==> src/rtl/bt_pkt_pkg.sv <==
// Shared baseband packet definitions: packet type codes, CRC-type test and ARQ FSM states.
package bt_pkt_pkg;

    localparam int unsigned LT_W  = 3;
    localparam int unsigned PKT_W = 4;

    localparam logic [PKT_W-1:0] PK_NULL = 4'b0000;
    localparam logic [PKT_W-1:0] PK_POLL = 4'b0001;
    localparam logic [PKT_W-1:0] PK_FHS  = 4'b0010;
    localparam logic [PKT_W-1:0] PK_DM1  = 4'b0011;
    localparam logic [PKT_W-1:0] PK_DH1  = 4'b0100;
    localparam logic [PKT_W-1:0] PK_HV1  = 4'b0101;
    localparam logic [PKT_W-1:0] PK_DV   = 4'b1000;
    localparam logic [PKT_W-1:0] PK_AUX1 = 4'b1001;
    localparam logic [PKT_W-1:0] PK_DM3  = 4'b1010;
    localparam logic [PKT_W-1:0] PK_DH3  = 4'b1011;
    localparam logic [PKT_W-1:0] PK_DM5  = 4'b1110;
    localparam logic [PKT_W-1:0] PK_DH5  = 4'b1111;

    typedef enum logic [1:0] {
        ARQ_IDLE     = 2'd0,
        ARQ_HDR_WAIT = 2'd1,
        ARQ_PY_WAIT  = 2'd2
    } arq_state_e;

    // Only CRC-protected payload types take part in ARQ.
    function automatic logic is_crc_type(input logic [PKT_W-1:0] t);
        case (t)
            PK_DM1, PK_DH1, PK_DV, PK_DM3, PK_DH3, PK_DM5, PK_DH5: return 1'b1;
            default: return 1'b0;
        endcase
    endfunction

endpackage

==> src/rtl/arq_seqn_filter.sv <==
// Per-LT last-accepted SEQN store with combinational new/duplicate verdict.
module arq_seqn_filter
    import bt_pkt_pkg::*;
#(
    parameter int unsigned NUM_LT = 8
)(
    input  logic            clk_6M,
    input  logic            rstz,
    input  logic            clr_i,
    input  logic [LT_W-1:0] lt_i,
    input  logic            seqn_i,
    input  logic            upd_i,
    output logic            is_new_c
);

    logic [NUM_LT-1:0] old_q, old_d;
    logic [NUM_LT-1:0] valid_q, valid_d;

    always_comb begin
        old_d   = old_q;
        valid_d = valid_q;
        if (upd_i) begin
            old_d[lt_i]   = seqn_i;
            valid_d[lt_i] = 1'b1;
        end
    end

    always_ff @(posedge clk_6M) begin
        if (!rstz || clr_i) begin
            old_q   <= '0;
            valid_q <= '0;
        end else begin
            old_q   <= old_d;
            valid_q <= valid_d;
        end
    end

    assign is_new_c = !valid_q[lt_i] || (old_q[lt_i] != seqn_i);

endmodule

==> src/rtl/arq_seqn_ctrl.sv <==
// ARQ/SEQN/FLOW controller: maintains per-LT tx SEQN and ARQN tables and classifies rx payloads.
module arq_seqn_ctrl
    import bt_pkt_pkg::*;
#(
    parameter int unsigned NUM_LT    = 8,
    parameter logic        SEQN_INIT = 1'b1
)(
    input  logic              clk_6M,
    input  logic              rstz,
    input  logic              p_1us,
    input  logic              s_2active_p,
    input  logic              m_2active_p,
    input  logic              conns,
    input  logic              pk_encode,
    input  logic              ms_tslot_p,
    input  logic              tx_packet_st_p,
    input  logic [LT_W-1:0]   txpk_lt_addr,
    input  logic [PKT_W-1:0]  txpktype,
    input  logic              rx_trailer_st_p,
    input  logic              ckheader_endp,
    input  logic              dec_hecgood,
    input  logic              lt_addressed,
    input  logic [LT_W-1:0]   dec_lt_addr,
    input  logic [PKT_W-1:0]  dec_pk_type,
    input  logic              dec_seqn,
    input  logic [NUM_LT-1:0] dec_arqn,
    input  logic              rx_crc_endp,
    input  logic              dec_crcgood,
    input  logic              rxbuf_full,
    output logic [NUM_LT-1:0] txaclSEQN,
    output logic [NUM_LT-1:0] txARQN,
    output logic              rspFLOW,
    output logic              rx_new_p,
    output logic              rx_dup_p,
    output logic              tx_ack_p,
    output logic [LT_W-1:0]   ack_lt_addr,
    output logic [1:0]        arq_state
);

    arq_state_e        state_q, state_d;
    logic [NUM_LT-1:0] seqn_q, seqn_d, arqn_q, arqn_d, pend_q, pend_d;
    logic [LT_W-1:0]   lt_q, lt_d, ack_lt_q, ack_lt_d;
    logic              rseqn_q, rseqn_d, flow_q, flow_d;
    logic              rx_new_q, rx_new_d, rx_dup_q, rx_dup_d, tx_ack_q, tx_ack_d;
    logic              filt_upd, is_new_c;

    logic new_conn, tx_ev, trl_ev, hdr_ev, crc_ev, slot_ev, hdr_ok;
    assign new_conn = (s_2active_p | m_2active_p) & p_1us;
    assign tx_ev    = tx_packet_st_p & p_1us & pk_encode & conns;
    assign trl_ev   = rx_trailer_st_p & p_1us & !pk_encode & conns;
    assign hdr_ev   = ckheader_endp & p_1us;
    assign crc_ev   = rx_crc_endp & p_1us;
    assign slot_ev  = ms_tslot_p & p_1us;
    assign hdr_ok   = dec_hecgood & lt_addressed;

    arq_seqn_filter #(.NUM_LT(NUM_LT)) u_filter (
        .clk_6M   (clk_6M),
        .rstz     (rstz),
        .clr_i    (new_conn),
        .lt_i     (lt_q),
        .seqn_i   (rseqn_q),
        .upd_i    (filt_upd),
        .is_new_c (is_new_c)
    );

    always_comb begin
        state_d  = state_q;
        seqn_d   = seqn_q;
        arqn_d   = arqn_q;
        pend_d   = pend_q;
        lt_d     = lt_q;
        rseqn_d  = rseqn_q;
        ack_lt_d = ack_lt_q;
        flow_d   = !rxbuf_full;
        rx_new_d = 1'b0;
        rx_dup_d = 1'b0;
        tx_ack_d = 1'b0;
        filt_upd = 1'b0;

        if (tx_ev && is_crc_type(txpktype))
            pend_d[txpk_lt_addr] = 1'b1;

        // Peer ACK of our pending packet advances that LT's SEQN.
        if (hdr_ev && !pk_encode && hdr_ok && pend_q[dec_lt_addr] && dec_arqn[dec_lt_addr]) begin
            seqn_d[dec_lt_addr] = !seqn_q[dec_lt_addr];
            pend_d[dec_lt_addr] = 1'b0;
            tx_ack_d            = 1'b1;
            ack_lt_d            = dec_lt_addr;
        end

        if (!conns) begin
            state_d = ARQ_IDLE;
        end else begin
            case (state_q)
                ARQ_IDLE: begin
                    if (trl_ev) state_d = ARQ_HDR_WAIT;
                end
                ARQ_HDR_WAIT: begin
                    if (hdr_ev) begin
                        state_d = ARQ_IDLE;
                        if (hdr_ok && is_crc_type(dec_pk_type)) begin
                            lt_d    = dec_lt_addr;
                            rseqn_d = dec_seqn;
                            state_d = ARQ_PY_WAIT;
                        end else if (!hdr_ok) begin
                            arqn_d[txpk_lt_addr] = 1'b0;
                        end
                    end else if (slot_ev) begin
                        arqn_d[txpk_lt_addr] = 1'b0;
                        state_d              = ARQ_IDLE;
                    end
                end
                ARQ_PY_WAIT: begin
                    // CRC verdict takes precedence over a coincident slot boundary.
                    if (crc_ev) begin
                        state_d = ARQ_IDLE;
                        if (!dec_crcgood) begin
                            arqn_d[lt_q] = 1'b0;
                        end else if (!is_new_c) begin
                            arqn_d[lt_q] = 1'b1;
                            rx_dup_d     = 1'b1;
                            ack_lt_d     = lt_q;
                        end else if (rxbuf_full) begin
                            arqn_d[lt_q] = 1'b0;
                        end else begin
                            arqn_d[lt_q] = 1'b1;
                            filt_upd     = 1'b1;
                            rx_new_d     = 1'b1;
                            ack_lt_d     = lt_q;
                        end
                    end else if (slot_ev) begin
                        arqn_d[lt_q] = 1'b0;
                        state_d      = ARQ_IDLE;
                    end
                end
                default: state_d = ARQ_IDLE;
            endcase
        end
    end

    always_ff @(posedge clk_6M) begin
        if (!rstz || new_conn) begin
            state_q  <= ARQ_IDLE;
            seqn_q   <= {NUM_LT{SEQN_INIT}};
            arqn_q   <= '0;
            pend_q   <= '0;
            lt_q     <= '0;
            rseqn_q  <= 1'b0;
            ack_lt_q <= '0;
            flow_q   <= 1'b1;
            rx_new_q <= 1'b0;
            rx_dup_q <= 1'b0;
            tx_ack_q <= 1'b0;
        end else begin
            state_q  <= state_d;
            seqn_q   <= seqn_d;
            arqn_q   <= arqn_d;
            pend_q   <= pend_d;
            lt_q     <= lt_d;
            rseqn_q  <= rseqn_d;
            ack_lt_q <= ack_lt_d;
            flow_q   <= flow_d;
            rx_new_q <= rx_new_d;
            rx_dup_q <= rx_dup_d;
            tx_ack_q <= tx_ack_d;
        end
    end

    assign txaclSEQN   = seqn_q;
    assign txARQN      = arqn_q;
    assign rspFLOW     = flow_q;
    assign rx_new_p    = rx_new_q;
    assign rx_dup_p    = rx_dup_q;
    assign tx_ack_p    = tx_ack_q;
    assign ack_lt_addr = ack_lt_q;
    assign arq_state   = 2'(state_q);

endmodule

==> config.mk <==
export PLATFORM = sky130hd
export DESIGN_NAME = arq_seqn_ctrl
export DESIGN_NICKNAME = d
export VERILOG_FILES = /design/src/rtl/bt_pkt_pkg.sv /design/src/rtl/arq_seqn_filter.sv /design/src/rtl/arq_seqn_ctrl.sv
export SDC_FILE = /design/constraint.sdc
export NUM_CORES = 1
export LEC_CHECK = 0
export CAP_MARGIN = 15
export CORE_AREA = 4 4 82 76
export DETAILED_ROUTE_END_ITERATION = 8
export DIE_AREA = 0 0 86 80
export PLACE_DENSITY_LB_ADDON = 0.25
export SLEW_MARGIN = 20
export SYNTH_ARGS = -nofsm -noshare
export SYNTH_HDL_FRONTEND = slang
export SYNTH_SLANG_ARGS = --single-unit
export TNS_END_PERCENT = 30
==> constraint.sdc <==
create_clock -name clk_6M -period 3.5 [get_ports clk_6M]
set_input_delay 0.525 -clock clk_6M [delete_from_list [all_inputs] [get_ports clk_6M]]
set_output_delay 0.525 -clock clk_6M [all_outputs]
set_load 0.02 [all_outputs]
==> results of run 1 <==
tightest hold or removal path, delay by kind of cell (launching register included):
family	cells	cell delay, ns
AOI/OAI and AO/OA	1	0.05
buffers and inverters	1	0.04
DFF	1	0.32
layer usage:
| metal | routed length, µm | part of all wire |
|---|---|---|
| met3 | 640 | 0.079 |
| met2 | 3664 | 0.45 |
| met4 | 143 | 0.018 |
| met1 | 3654 | 0.45 |
| met5 | 0 | 0 |
layout by cell type, fill, tap and decap left out, types with 3 or more instances in the layout:
cell type	n
a221oi_1	3
nand2_1	26
clkbuf_8	5
nand3_1	12
nor2_1	38
inv_1	8
nand4_1	6
a2111oi_0	4
mux2i_1	24
mux2_2	3
buf_4	6
o211ai_1	5
and2_1	7
and3_1	4
o21ai_0	10
nor3_1	12
nor2b_1	14
dfxtp_1	53
a21oi_1	27
a31oi_1	5
nand2b_1	9
clkdlybuf4s50_1	63
metrics by stage:
step / total power (W) / instance area (µm²)
3_5_place_dp: 0.0007340 / 3566
4_1_cts: 0.001142 / 3674
2_1_floorplan: 0.0006698 / 2902
5_1_grt: 0.001180 / 3674
3_3_place_gp: 0.0007330 / 3566
6_report: 0.001138 / 3674
layout make-up:
cell class | instances | area, µm² | share of cell area
tap | 67 | 83.83 | 0.02282
multi-input combinational | 256 | 1715 | 0.4670
inverter | 8 | 30.03 | 0.008174
timing repair buffer | 69 | 675.6 | 0.1839
clock buffer | 5 | 68.82 | 0.01873
clock inverter | 2 | 38.79 | 0.01056
sequential | 53 | 1061 | 0.2888
power by group through the flow:
stage / Sequential (W) / Combinational, W / Clock [W]
6_report: 0.000604 / 0.000118 / 0.000416
3_3_place_gp: 0.000619 / 0.000114 / 0
5_1_grt: 0.000605 / 0.000128 / 0.000448
3_5_place_dp: 0.000619 / 0.000115 / 0
4_1_cts: 0.000604 / 0.000116 / 0.000421
2_1_floorplan: 0.000620 / 0.0000501 / 0
path summary, 6_finish.rpt:
| check | from | endpoint | slack, ns |
|---|---|---|---|
| hold reg to reg | u_filter.valid_q[3]$_SDFFE_PP0P_ | u_filter.valid_q[3]$_SDFFE_PP0P_ | 0.45 |
| setup / recovery | lt_q[2]$_SDFFE_PP0P_ | u_filter.old_q[5]$_SDFFE_PP0P_ | 0.75 |
| setup reg to reg | lt_q[2]$_SDFFE_PP0P_ | u_filter.old_q[5]$_SDFFE_PP0P_ | 0.75 |
| hold / removal | u_filter.valid_q[3]$_SDFFE_PP0P_ | u_filter.valid_q[3]$_SDFFE_PP0P_ | 0.45 |
cells by family (layout without fill, tap and decap cells):
group,after synthesis,count (layout)
compound gates,84,84
flops,53,53
simple gates,138,138
xor+xnor,1,1
mux,33,33
buf+inv,30,84
==> impl_summary.md, run 1 <==
Logic synthesis
For this run, asynchronously set or reset flops after synthesis account for 0. The cell type contributing the most total cell area after synthesis is dfxtp_1. Of the total synthesized cell area, the portion taken by XOR and XNOR cells is 0.005606.

The basic-gate share of the synthesized area counting and, or, nand and nor cells is 0.2389. The number of warnings reported in the yosys synthesis log is 0. The share of synthesized area in the top cell type comes to 0.3657.

The synthesized netlist net count is 378. The largest family of logic cells by synthesized area is simple AND/OR/NAND/NOR gates. The compound-gate portion of the synthesized area was 0.2057.

In the post-synthesis netlist, the cell with the most instances is dfxtp_1. The most frequently used flop master after synthesis is dfxtp_1. Synthesis inferred 53 register bits.

Yosys mapped a number of flops with a built-in enable equal to 0. After synthesis, the cell types taking the most area are dfxtp_1, mux2i_1, nor2_1, a21oi_1, nand2_1. Dividing the synthesized area by the synthesized cell count gives 8.559 µm². The number of distinct library cells after synthesis is 59. Ranked by instance count, the synthesized netlist is headed by dfxtp_1, nor2_1, a21oi_1. Of the total synthesized cell area, the portion taken by full adders, half adders and majority gates is 0.

Synthesis produced a netlist whose cell count is 339. The fraction of synthesized area in multiplexers is 0.1410. The fraction of the yosys area taken by sequential cells is 0.3657. The synthesized netlist occupies a cell area of 0.002902 mm².

Routing
The detailed router finished its first iteration with 331 violations. For this run, the detailed router's first-pass iteration total came to 5. The number of antenna-violating nets in the routed design is 0. For this run, design rule violations remaining after detail routing come to 0. The detailed-route vias per instance is 6.139. The mean routed wirelength per cell is 17.61 µm.

The post-detailed-routing wire length is 8102 µm. Summing over every cut layer, the via total after detailed routing is 2824.

Placed design
Routability-driven placement finished with a final weighted congestion of 0.8274. The count of buffers inserted at the top-level ports is 63. The HPWL after detailed placement is 5729 µm. The number of instances in the placed design is 453.

The pre-CTS setup slack is 0.5948 ns.

Critical path
Counting cells, the worst reg-to-reg path comes to 7. The kind of critical path is flip-flop to flip-flop. The arrival time at the worst endpoint is 2.99 ns. The critical path's slowest cell is dfxtp_1.

The largest single stage delay on the critical path is 0.63 ns. Traced cell by cell, the critical path runs through mux2_2 > a221oi_1 > o21ai_2 > a211oi_2 > buf_4 > nor2b_1 > mux2i_1. The worst endpoint required time is 3.74 ns. The number of buffers and inverters on the critical path is 1. Along the worst path, the maximum fanout reaches 14.

The category of the worst setup path launch point is a flip-flop. The gate family responsible for the most delay along the worst path is compound AO/OA/AOI/OAI gates. The element type at the critical path end is a flip-flop. In this run the number of cells on the critical path is 7.

Finish
The antenna diode count is 0. In the final layout, the share of cells above drive strength 1 is 0.07379. The final standard cell utilization of the core is 0.6949. The area overhead of the layout relative to synthesis is 26.61%. The final-stage net count is 432. The layout filler cell count is 428. The number of non-filler instances in the completed layout is 460.

Timing
The share of the cycle needed by the critical path after routing is 0.7856. In the post-route analysis, the smallest setup slack over all paths is 0.7505 ns. The count of endpoints failing hold in the final timing report is 0. Setup repair after global routing left no endpoint under its margin.

The worst clock skew is 0.008401 ns. The final setup TNS is 0 ns. The count of final max-slew check failures is 0. The final number of setup-violating endpoints is 0. For this run, the top clock speed supported by timing is 0.3637 GHz. The tightest hold margin is 0.4519 ns. The worst path needs 2.750 ns of the cycle, external delays included. For the pin with the worst max-slew slack, the measured transition is 0.8694 ns.

The max-slew headroom at the worst pin is 0.4192.

Pwr
The internal portion of total power is 0.0008746 W. The static power due to leakage is 1.262 nW. The proportion of total power due to net switching is 0.2318.

The net switching power is 0.0002639 W. In this run the power density over the cells is 309.9 mW/mm². The power share of the combinational group is 0.103.

Across the VDD grid, the largest voltage drop is 0.2774 mV. The share of total power dissipated in sequential elements is 0.531. Of the total power, the clock network draws 0.366.

CTS
The tree built by TritonCTS fans out to 53 sinks. Clock-pin slew was measured on the worst setup and hold paths at 0.10 ns. The tree is rooted in a clkbuf_8. The clock passes through at most 2 buffers. The number of levels in the clock H-tree is 2. TritonCTS built the clock tree. After clock tree synthesis, the flow added hold-fix buffers numbering 0. The count of instances resized after the clock tree is built is 0.

Counting the buffers created by CTS gives 5. After clock tree synthesis, the setup repair step added 0 buffers. The insertion delay of the later-clocked pin in the worst-skew pair is 0.30 ns.

Global route
The via count of the first global-routing pass is 2746. The total track usage is 0.2413. The leftover overflow at the end of global routing is 0.

The wire length of the first global-routing pass is 13300 µm. In the global route stage, met1 resource usage came out at 0.3342. For this run, global-route usage on met3 was measured as 0.04644. The met2 demand-to-capacity share in global routing is 0.3798. The global routing stage identified its most utilized layer as met2. The number of antenna violations at the first check in global routing was 0. Entering global routing, the biggest net connects 22 pins.

Run
Max-cap violations in this run came to 0.

Floorplan
From bottom edge to top edge, the die measures 80 µm. The die is 86 µm wide. The area of the die is 0.006880 mm². The floorplan core area is 0.005286 mm². 64 I/O pins were placed. The number of rows in the core area is 25. The initial core utilization is 0.5489.

Worst hold path
The worst hold path was traced through 2 stages. The worst hold path belongs to the class flip-flop to flip-flop.

Outcome
The run finished with clean final reports.
(Power assumes the default switching activity.)
==> inputs of run 2 (changes only) <==
--- a/config.mk
+++ b/config.mk
@@ -6,9 +6,9 @@
 export NUM_CORES = 1
 export LEC_CHECK = 0
 export CAP_MARGIN = 15
-export CORE_AREA = 4 4 82 76
+export CORE_AREA = 4 4 85 79
 export DETAILED_ROUTE_END_ITERATION = 8
-export DIE_AREA = 0 0 86 80
+export DIE_AREA = 0 0 89 83
 export PLACE_DENSITY_LB_ADDON = 0.25
 export SLEW_MARGIN = 20
 export SYNTH_ARGS = -nofsm -noshare
==> constraint.sdc (replaced) <==
create_clock -name clk_6M -period 2.9 [get_ports clk_6M]
set_input_delay 0.435 -clock clk_6M [delete_from_list [all_inputs] [get_ports clk_6M]]
set_output_delay 0.435 -clock clk_6M [all_outputs]
set_load 0.02 [all_outputs]
==> run 2 against run 1 <==
First-iteration DRC count shrank 10%. Die area grew 7.4%. Highest routed layer unchanged. Sequential power grew 21%. Final cell count grew 3.0%. Clock power grew 9.9%. Critical endpoint unchanged. Core utilization shrank 6.4 points. Power grew 17%. Count of clock-buffer cells in the layout grew 1.
==> impl_summary.md, run 2 (synthesis results as in run 1) <==
CTS
In this run the number of H-tree levels came out at 2. The buffer levels on the longest clock path is 2. The insertion delay of the later-clocked pin in the worst-skew pair is 0.31 ns.

The number of sinks on the clock net is 53. The number of hold buffers added after CTS is 0. In this run, post-CTS repair resized a total of 0 instances. The CTS tree is yes. The setup fix buffers added after clock tree synthesis is 0. Counting the buffers created by CTS gives 5. Clock-pin slew was measured on the worst setup and hold paths at 0.10 ns. CTS placed an instance of clkbuf_8 at the clock tree root.

Finish
Leaving out fill and tap cells, the most frequent cell in the layout is clkdlybuf4s50_1. In the layout the commonest cells are clkdlybuf4s50_1, dfxtp_1, nor2_1. The share of final-layout standard cells stronger than drive strength 1 is 0.09453.

The antenna diode count is 0. At the end of the flow, the number of nets in the layout was 440. The total non-filler cell area in the finished layout is 0.003732 mm².

Once layout is complete, the utilization of the core stands at 0.6313. From synthesis to final layout, the design area changed by 28.63%.

Floorplan
64 I/O pins were placed. The floorplan core area is 0.005912 mm². In this run the core area contains 27 standard-cell rows. The area of the die is 0.007387 mm². Measured along the x axis, the die boundary spans 89 µm. In this run the vertical extent of the chip is 83 µm. The initial core utilization is 0.4908.

Worst hold path
Counting instances, the worst hold path has a depth of 2. The hold path startpoint is u_filter.valid_q[3]$_SDFFE_PP0P_. The worst hold path belongs to the class flip-flop to flip-flop. For hold timing, the worst endpoint is u_filter.valid_q[3]$_SDFFE_PP0P_.

Global route
The wire length of the first global-routing pass is 12740 µm. The leftover overflow at the end of global routing is 0. The maximum number of pins on one net before global-route repair is 18. The total track usage is 0.2139. The via count of the first global-routing pass is 2656. The number of antenna violations at the first check in global routing was 0.

Timing
The final worst slack is 0.3703 ns. At the pin with the least slew margin, the transition time is 0.8419 ns. The count of final max-slew check failures is 0. Setup violations remaining at the end of the flow were counted as 0. For this run, the top clock speed supported by timing is 0.3953 GHz. Setup repair after global routing left no endpoint under its margin. The count of endpoints failing hold in the final timing report is 0. The tightest hold margin is 0.4545 ns. In this run the tightest slew margin relative to its limit is 0.4376.

The share of the cycle needed by the critical path after routing is 0.8723. The post-layout minimum cycle time is 2.530 ns. Setup total negative slack on the finished layout was measured at 0 ns. Across the routed clock network, the largest skew measured is 0.008012 ns.

Critical path
At the worst endpoint, the required time is 3.13 ns. The element type at the critical path end is a flip-flop. The startpoint identified for the worst register-to-register timing path is lt_q[2]$_SDFFE_PP0P_. The maximum fanout along the worst path is 14. For flop-to-flop paths, the worst setup slack is 0.37 ns.

At the worst endpoint, the arrival time is 2.76 ns. The worst setup path is of the flip-flop to flip-flop kind. The category of the worst setup path launch point is a flip-flop.

The depth of the worst register-to-register path is 6. The worst register-to-register path ends at u_filter.old_q[5]$_SDFFE_PP0P_.

Placed design
The count of buffers added on input and output ports is 63. The pre-CTS setup slack is 0.1708 ns. Once placement finished, the instance area stood at 0.003632 mm². The final weighted congestion in routability-driven placement is 0.8949.

The HPWL after detailed placement is 5855 µm.

Routing
The iteration count of the initial detailed-routing pass is 5. In the routed design, unresolved DRC markers number 0. After detailed routing, the total wire length is 7900 µm. The number of antenna-violating nets in the routed design is 0. Summing over every cut layer, the via total after detailed routing is 2829. The detailed-route vias per instance is 5.968. In the final routed layout, each cell accounts on average for 16.67 µm. The detailed router finished its first iteration with 297 violations.

Pwr
The total power divided by cell area is 356.8 mW/mm². The worst voltage drop across the vdd grid is 0.2337 mV. The analysis attributes to cell leakage a power of 1.299 nW.

Outcome
The run finished with clean final reports.

Run
Max-cap violations in this run came to 0.
## run 2: cell count changes in the layout (fill, tap and decap cells not counted), sizes merged
| cell | previous run | this run |
|---|---|---|
| clkbuf | 5 | 6 |
| clkinv | 0 | 1 |
| buf | 6 | 14 |
| bufinv | 1 | 0 |
## run 2: per-stage QoR
stage          power (W)  cells
2_1_floorplan  0.0008084    339
3_3_place_gp   0.0008888    466
3_5_place_dp   0.0008904    466
4_1_cts         0.001339    474
5_1_grt         0.001382    474
6_report        0.001332    474
## run 2: worst max path at each step
stage                         start                              to  slack [ns]  cells past startpoint
2_1_floorplan  lt_q[0]$_SDFFE_PP0P_                       flip-flop        0.76                      6
3_3_place_gp         dec_lt_addr[2]       txaclSEQN[1]$_SDFFE_PP1P_        0.18                      8
3_5_place_dp         dec_lt_addr[2]       txaclSEQN[1]$_SDFFE_PP1P_        0.17                      8
4_1_cts        lt_q[2]$_SDFFE_PP0P_  u_filter.old_q[5]$_SDFFE_PP0P_        0.36                      6
5_1_grt        lt_q[2]$_SDFFE_PP0P_  u_filter.old_q[5]$_SDFFE_PP0P_        0.20                      6
6_report       lt_q[2]$_SDFFE_PP0P_  u_filter.old_q[5]$_SDFFE_PP0P_        0.37                      6
## run 2: report_power, final
part	switching, W	leakage [nW]	internal (W)	total [W]
Combinational	0.0000714	0.820	0.0000740	0.000145
Sequential	0.000000930	0.427	0.000729	0.000730
Clock	0.000258	0.0518	0.000199	0.000457
## run 2: layout make-up
class | count | area (µm²)
fillers | 526 | 2180
inverters | 8 | 30.03
multi-input cells | 256 | 1715
well taps | 72 | 90.09
repair buffers | 77 | 735.7
flip-flops and latches | 53 | 1061
clock inverters | 2 | 17.52
clock buffers | 6 | 82.58
## run 2: worst max-delay path, cell delays in order (launching register included)
cell and delay [ns]:
dfxtp_1 0.65, mux2_2 0.40, a221oi_1 0.41, o21ai_2 0.15, a211oi_2 0.33, nor2b_1 0.29
mux2i_1 0.23
## run 2: routing by layer
metal / track usage / routed length [µm]
met5: 0 / 0
met4: 0.04871 / 47
met3: 0.03770 / 624
met2: 0.3198 / 3472
met1: 0.3193 / 3755
==> RTL edit 1: new RTL, flow settings as in run 1 <==
`NUM_LT` is set to 8 in 2 places; all go to 7.
--- a/src/rtl/arq_seqn_filter.sv
+++ b/src/rtl/arq_seqn_filter.sv
@@ -2,7 +2,7 @@
 module arq_seqn_filter
     import bt_pkt_pkg::*;
 #(
-    parameter int unsigned NUM_LT = 8
+    parameter int unsigned NUM_LT = 7
 )(
     input  logic            clk_6M,
     input  logic            rstz,
--- a/src/rtl/arq_seqn_ctrl.sv
+++ b/src/rtl/arq_seqn_ctrl.sv
@@ -2,7 +2,7 @@
 module arq_seqn_ctrl
     import bt_pkt_pkg::*;
 #(
-    parameter int unsigned NUM_LT    = 8,
+    parameter int unsigned NUM_LT    = 7,
     parameter logic        SEQN_INIT = 1'b1
 )(
     input  logic              clk_6M,
Interface: changed (resized dec_arqn, txARQN and txaclSEQN); port bits go from 64 to 61. The function was not compared with the original's and may differ.
==> RTL edit 1 against run 1 <==
- clock power is 4% lower
- power is 6.4% lower
- cell area is 5.8% lower
- global-route usage is 2.8 points lower
- count of clock-buffer cells in the layout is 1 higher
- routed wire length is 13% lower
- register-to-register slack better by 0.16 ns
- worst setup slack better by 0.033 ns
- sequential cell count is 5 lower
- non-clock buffer count is 2 lower
- cell count is 5.9% lower
- area after synthesis is 6.3% lower
==> RTL edit 1: results (changes against run 1) <==
Placed design
  – Half-perimeter wire length after placement: 5330 um (-6.9%)
  – Number of port buffers: 60 (-4.8%)
  – Placer Congestion: 0.935 (+13%)

Min path
  – Hold path startpoint: u_filter.old_q[4]
  – Hold worst-path end: u_filter.old_q[4]

Synth
  – Number of library cell types mapped by synthesis: 52 (-12%)
  – Commonest cells in the synthesized netlist: 48 x sky130_fd_sc_hd__dfxtp_1, 31 x sky130_fd_sc_hd__nand2_1, 29 x sky130_fd_sc_hd__mux2i_1
  – Cells taking the most area after synthesis: sky130_fd_sc_hd__dfxtp_1 35%, sky130_fd_sc_hd__mux2i_1 11%, sky130_fd_sc_hd__nand2_1 4.3%, sky130_fd_sc_hd__a21oi_1 3.7%, sky130_fd_sc_hd__nor2_1 3.5%
  – Share of the yosys chip area belonging to registers: 35.3% (-1.2 points)
  – Post-synth net total: 348 (-7.9%)

Final layout
  – Fraction of final layout cells sized beyond drive strength 1: 9.29% (+1.9 points)
  – Fin nets: 403 (-6.7%)
  – Filler Cells Inserted: 439 (+2.6%)

Global route
  – Number of global-route vias before repair: 2462 (-10%)
  – Pin count of the biggest net entering global routing: 25 (+14%)
  – First-pass GRT wire length: 11800 um (-11%)
  – Combined global-route utilization of all metal layers: 21.4% (-2.8 points)

Setup path
  – Critical register-to-register path startpoint: lt_q[0]
  – Arrival time at the worst endpoint: 2.94 ns (-0.05 ns)
  – Critical path peak fanout: 11 (-3)
  – End point of the critical path: txaclSEQN[2]
  – Critical Path Source: dec_lt_addr[2]
  – R2r worst-path depth: 6 (-1)
  – Setup slack on the worst flop-to-flop path: 0.91 ns (+0.16 ns)
  – Max incr delay on CP: 0.56 ns (-0.07 ns)

Detailed routing
  – Via density per instance: 5.82 (-5.2%)
  – Number of violations reported at the end of detailed-routing iteration 0: 168 (-49%)
  – Final wirelength: 7090 um (-13%)
  – Detailed Routing Iterations Pass 1: 4 (-1)

Pwr
  – Cell leakage power: 0.00118 uW (-6.2%)
  – Peak supply drop: 0.259 mV (-6.7%)

STA
  – Slew at the pin closest to its max-slew limit: 0.788 ns (-0.0810 ns)
  – Setup skew after layout: 0.00990 ns (+0.00150 ns)

Status
  – Outcome: finished, final reports clean
RTL edit 1: cell types whose count changed after synthesis, sizes merged, moves of 7 or more:
cell / before / now
a21oi: 28 / 20
clkbuf: 16 / 9
nor2: 38 / 25
o21ai: 11 / 18
RTL edit 1: cell type report:
| cell class | instances | area [sq um] | share of cell area, % |
|---|---|---|---|
| inverters | 5 | 18.8 | 0.542 |
| well taps | 67 | 83.8 | 2.42 |
| multi-input cells | 238 | 1640 | 47.3 |
| clock inverters | 2 | 35.0 | 1.01 |
| clock buffers | 6 | 72.6 | 2.10 |
| flip-flops and latches | 48 | 961 | 27.8 |
| repair buffers | 67 | 653 | 18.9 |
RTL edit 1: metal layers:
| layer | global-route usage (%) | share of wire, % | vias to the layer above | wire (um) |
|---|---|---|---|---|
| met1 | 29.8 | 45 | 1208 | 3220 |
| met4 | 5.22 | 0.82 | 0 | 58 |
| met2 | 34.1 | 48 | 70 | 3380 |
| li1 | - | - | 1235 | - |
| met5 | 0 | 0 | - | 0 |
| met3 | 3.82 | 6.0 | 6 | 427 |
RTL edit 1: kinds of logic after synthesis:
kind of cell	Yosys count	share of synthesized area, %
mux	33	14.0
compound gates	75	18.2
buf+inv	24	4.42
flops	48	35.3
simple gates	130	28.1
RTL edit 1: metrics by stage:
step	utilization, %	setup slack [ns]	hold slack (ns)	cells	area (sq um)
2_1_floorplan	-	1.46	0.434	310	2720
3_3_place_gp	63.5	0.662	0.442	425	3350
3_5_place_dp	63.5	0.522	0.450	425	3350
4_1_cts	65.5	0.803	0.464	433	3460
5_1_grt	65.5	0.656	0.473	433	3460
6_report	65.5	0.784	0.462	433	3460
RTL edit 1: power breakdown:
group          switching [uW]  internal, uW
Combinational            57.8          61.1
Clock                     187           212
Sequential              0.537           547
Total                     245           820
==> RTL edit 2: new RTL, config.mk and constraints of run 1 <==
Made on the original files. `SEQN_INIT`: 1'b1 -> 1'b0.
--- a/src/rtl/arq_seqn_ctrl.sv
+++ b/src/rtl/arq_seqn_ctrl.sv
@@ -3,7 +3,7 @@
     import bt_pkt_pkg::*;
 #(
     parameter int unsigned NUM_LT    = 8,
-    parameter logic        SEQN_INIT = 1'b1
+    parameter logic        SEQN_INIT = 1'b0
 )(
     input  logic              clk_6M,
     input  logic              rstz,
Function: changed (Yosys sat finds a counterexample within 4 cycles, from zero or initial values).
==> RTL edit 2 against run 1 <==
- utilization down 0.50 points
- area after synthesis up 0.34%
- critical path depth unchanged
- critical endpoint unchanged
- critical path type unchanged
- worst setup slack better by 0.054 ns
- routed wire length down 4.8%
- cell area down 0.72%
- power down 7.4%
- sequential cell count unchanged
- largest cell class unchanged
- first-iteration DRC count down 38%
==> RTL edit 2: results (changes against run 1) <==
Status
  – Outcome: finished, final reports clean

Detailed routing
  – Routed met3 length: 616 um (-3.8%)
  – Avg WL per Cell: 16.8 um (-4.6%)
  – Detailed-route via count: 2784 (-1.4%)
  – Number of violations reported at the end of detailed-routing iteration 0: 206 (-38%)
  – Detail Route met2 WL: 3410 um (-6.8%)
  – Detailed Routing Iterations Pass 1: 4 (-1)

Final layout
  – Fraction of final layout cells sized beyond drive strength 1: 7.14% (-0.24 points)
  – Nonclk buf count: 68 (-1.4%)
  – Relative area change from synthesis to final layout: 25.3%
  – Fin nets: 431 (-0.23%)
  – Filler Cells Inserted: 431 (+0.70%)
  – Final standard cell count with taps included and fillers excluded: 459 (-0.22%)
  – Combined area of the multi-input logic cells: 1720 sq um (+0.22%)
  – Clock-cell share of area: 2.33% (-0.60 points)
  – Fraction of area in non-clock buffers: 18.3% (-0.073 points)

Placed design
  – Placed insts: 452 (-0.22%)
  – DP Worst Slack: 0.586 ns (-0.00862 ns)
  – Half-perimeter wire length after placement: 5760 um (+0.47%)

Synth
  – Synthesized-area fraction occupied by xor and xnor cells: 0.559% (-0.0019 points)
  – Commonest cells in the synthesized netlist: 53 x sky130_fd_sc_hd__dfxtp_1, 36 x sky130_fd_sc_hd__nand2_1, 29 x sky130_fd_sc_hd__nor2_1
  – Post-synth net total: 379 (+0.26%)
  – Number of library cell types mapped by synthesis: 62 (+5.1%)
  – Share of the yosys chip area belonging to registers: 36.4% (-0.13 points)
  – Cells taking the most area after synthesis: sky130_fd_sc_hd__dfxtp_1 36%, sky130_fd_sc_hd__mux2i_1 8.3%, sky130_fd_sc_hd__a21oi_1 4.8%, sky130_fd_sc_hd__nand2_1 4.6%, sky130_fd_sc_hd__nor2_1 3.7%

Global route
  – Met2 Resource Use GR: 35.9% (-2.1 points)
  – Pin count of the biggest net entering global routing: 26 (+18%)
  – M3 GR Usage: 4.85% (+0.21 points)
  – First-pass GRT wire length: 12800 um (-3.9%)
  – Met1 track demand over resource in global routing: 32.2% (-1.2 points)
  – Number of global-route vias before repair: 2612 (-4.9%)

Pwr
  – Cell leakage power: 0.00125 uW (-1.2%)
  – Peak supply drop: 0.337 mV (+21%)

STA
  – Remaining max-slew budget at the tightest pin: 47.6% (+5.7 points)
  – Smallest hold slack: 0.453 ns (+0.000763 ns)

Setup path
  – Critical register-to-register path startpoint: lt_q[0]
  – Setup slack on the worst flop-to-flop path: 0.80 ns (+0.05 ns)
  – Arrival time at the worst endpoint: 2.92 ns (-0.07 ns)

Min path
  – Hold worst-path end: u_filter.valid_q[1]
==> RTL edit 2: changes by cell type after synthesis, moves of 2 or more <==
cell,run 1,this run
sky130_fd_sc_hd__buf_2,4,6
sky130_fd_sc_hd__o21ai_0,10,6
sky130_fd_sc_hd__nand2_1,26,36
sky130_fd_sc_hd__nor2_1,38,29
sky130_fd_sc_hd__o21ai_1,0,4
sky130_fd_sc_hd__clkbuf_1,16,14
sky130_fd_sc_hd__and4b_2,0,2
sky130_fd_sc_hd__and4b_1,2,0
==> RTL edit 2: worst max-delay path: stages, from the launching register on <==
cell	delay (ns)
sky130_fd_sc_hd__dfxtp_1	0.69
sky130_fd_sc_hd__mux4_1	0.68
sky130_fd_sc_hd__mux2i_4	0.24
sky130_fd_sc_hd__xor2_2	0.12
sky130_fd_sc_hd__a211oi_2	0.22
sky130_fd_sc_hd__buf_4	0.21
sky130_fd_sc_hd__nor2b_1	0.22
sky130_fd_sc_hd__mux2i_1	0.23
==> RTL edit 2: how the worst max path moves through the flow <==
stage / to / slack, ns / cells after the start / from
after CTS: u_filter.old_q[5] / 0.82 / 7 / lt_q[0]
final: u_filter.old_q[5] / 0.80 / 7 / lt_q[0]
after global placement: u_filter.old_q[5] / 0.69 / 8 / p_1us
after global routing: u_filter.old_q[5] / 0.67 / 7 / lt_q[0]
after detailed placement: u_filter.old_q[5] / 0.59 / 8 / p_1us
after floorplan: flip-flop / 1.37 / 6 / lt_q[0]
==> RTL edit 2: where the power goes <==
part | internal, uW | total (uW) | switching [uW] | leakage, uW
Combinational | 58.1 | 117 | 58.4 | 0.000779
Clock | 138 | 334 | 195 | 0.0000402
Sequential | 604 | 604 | 0.755 | 0.000427
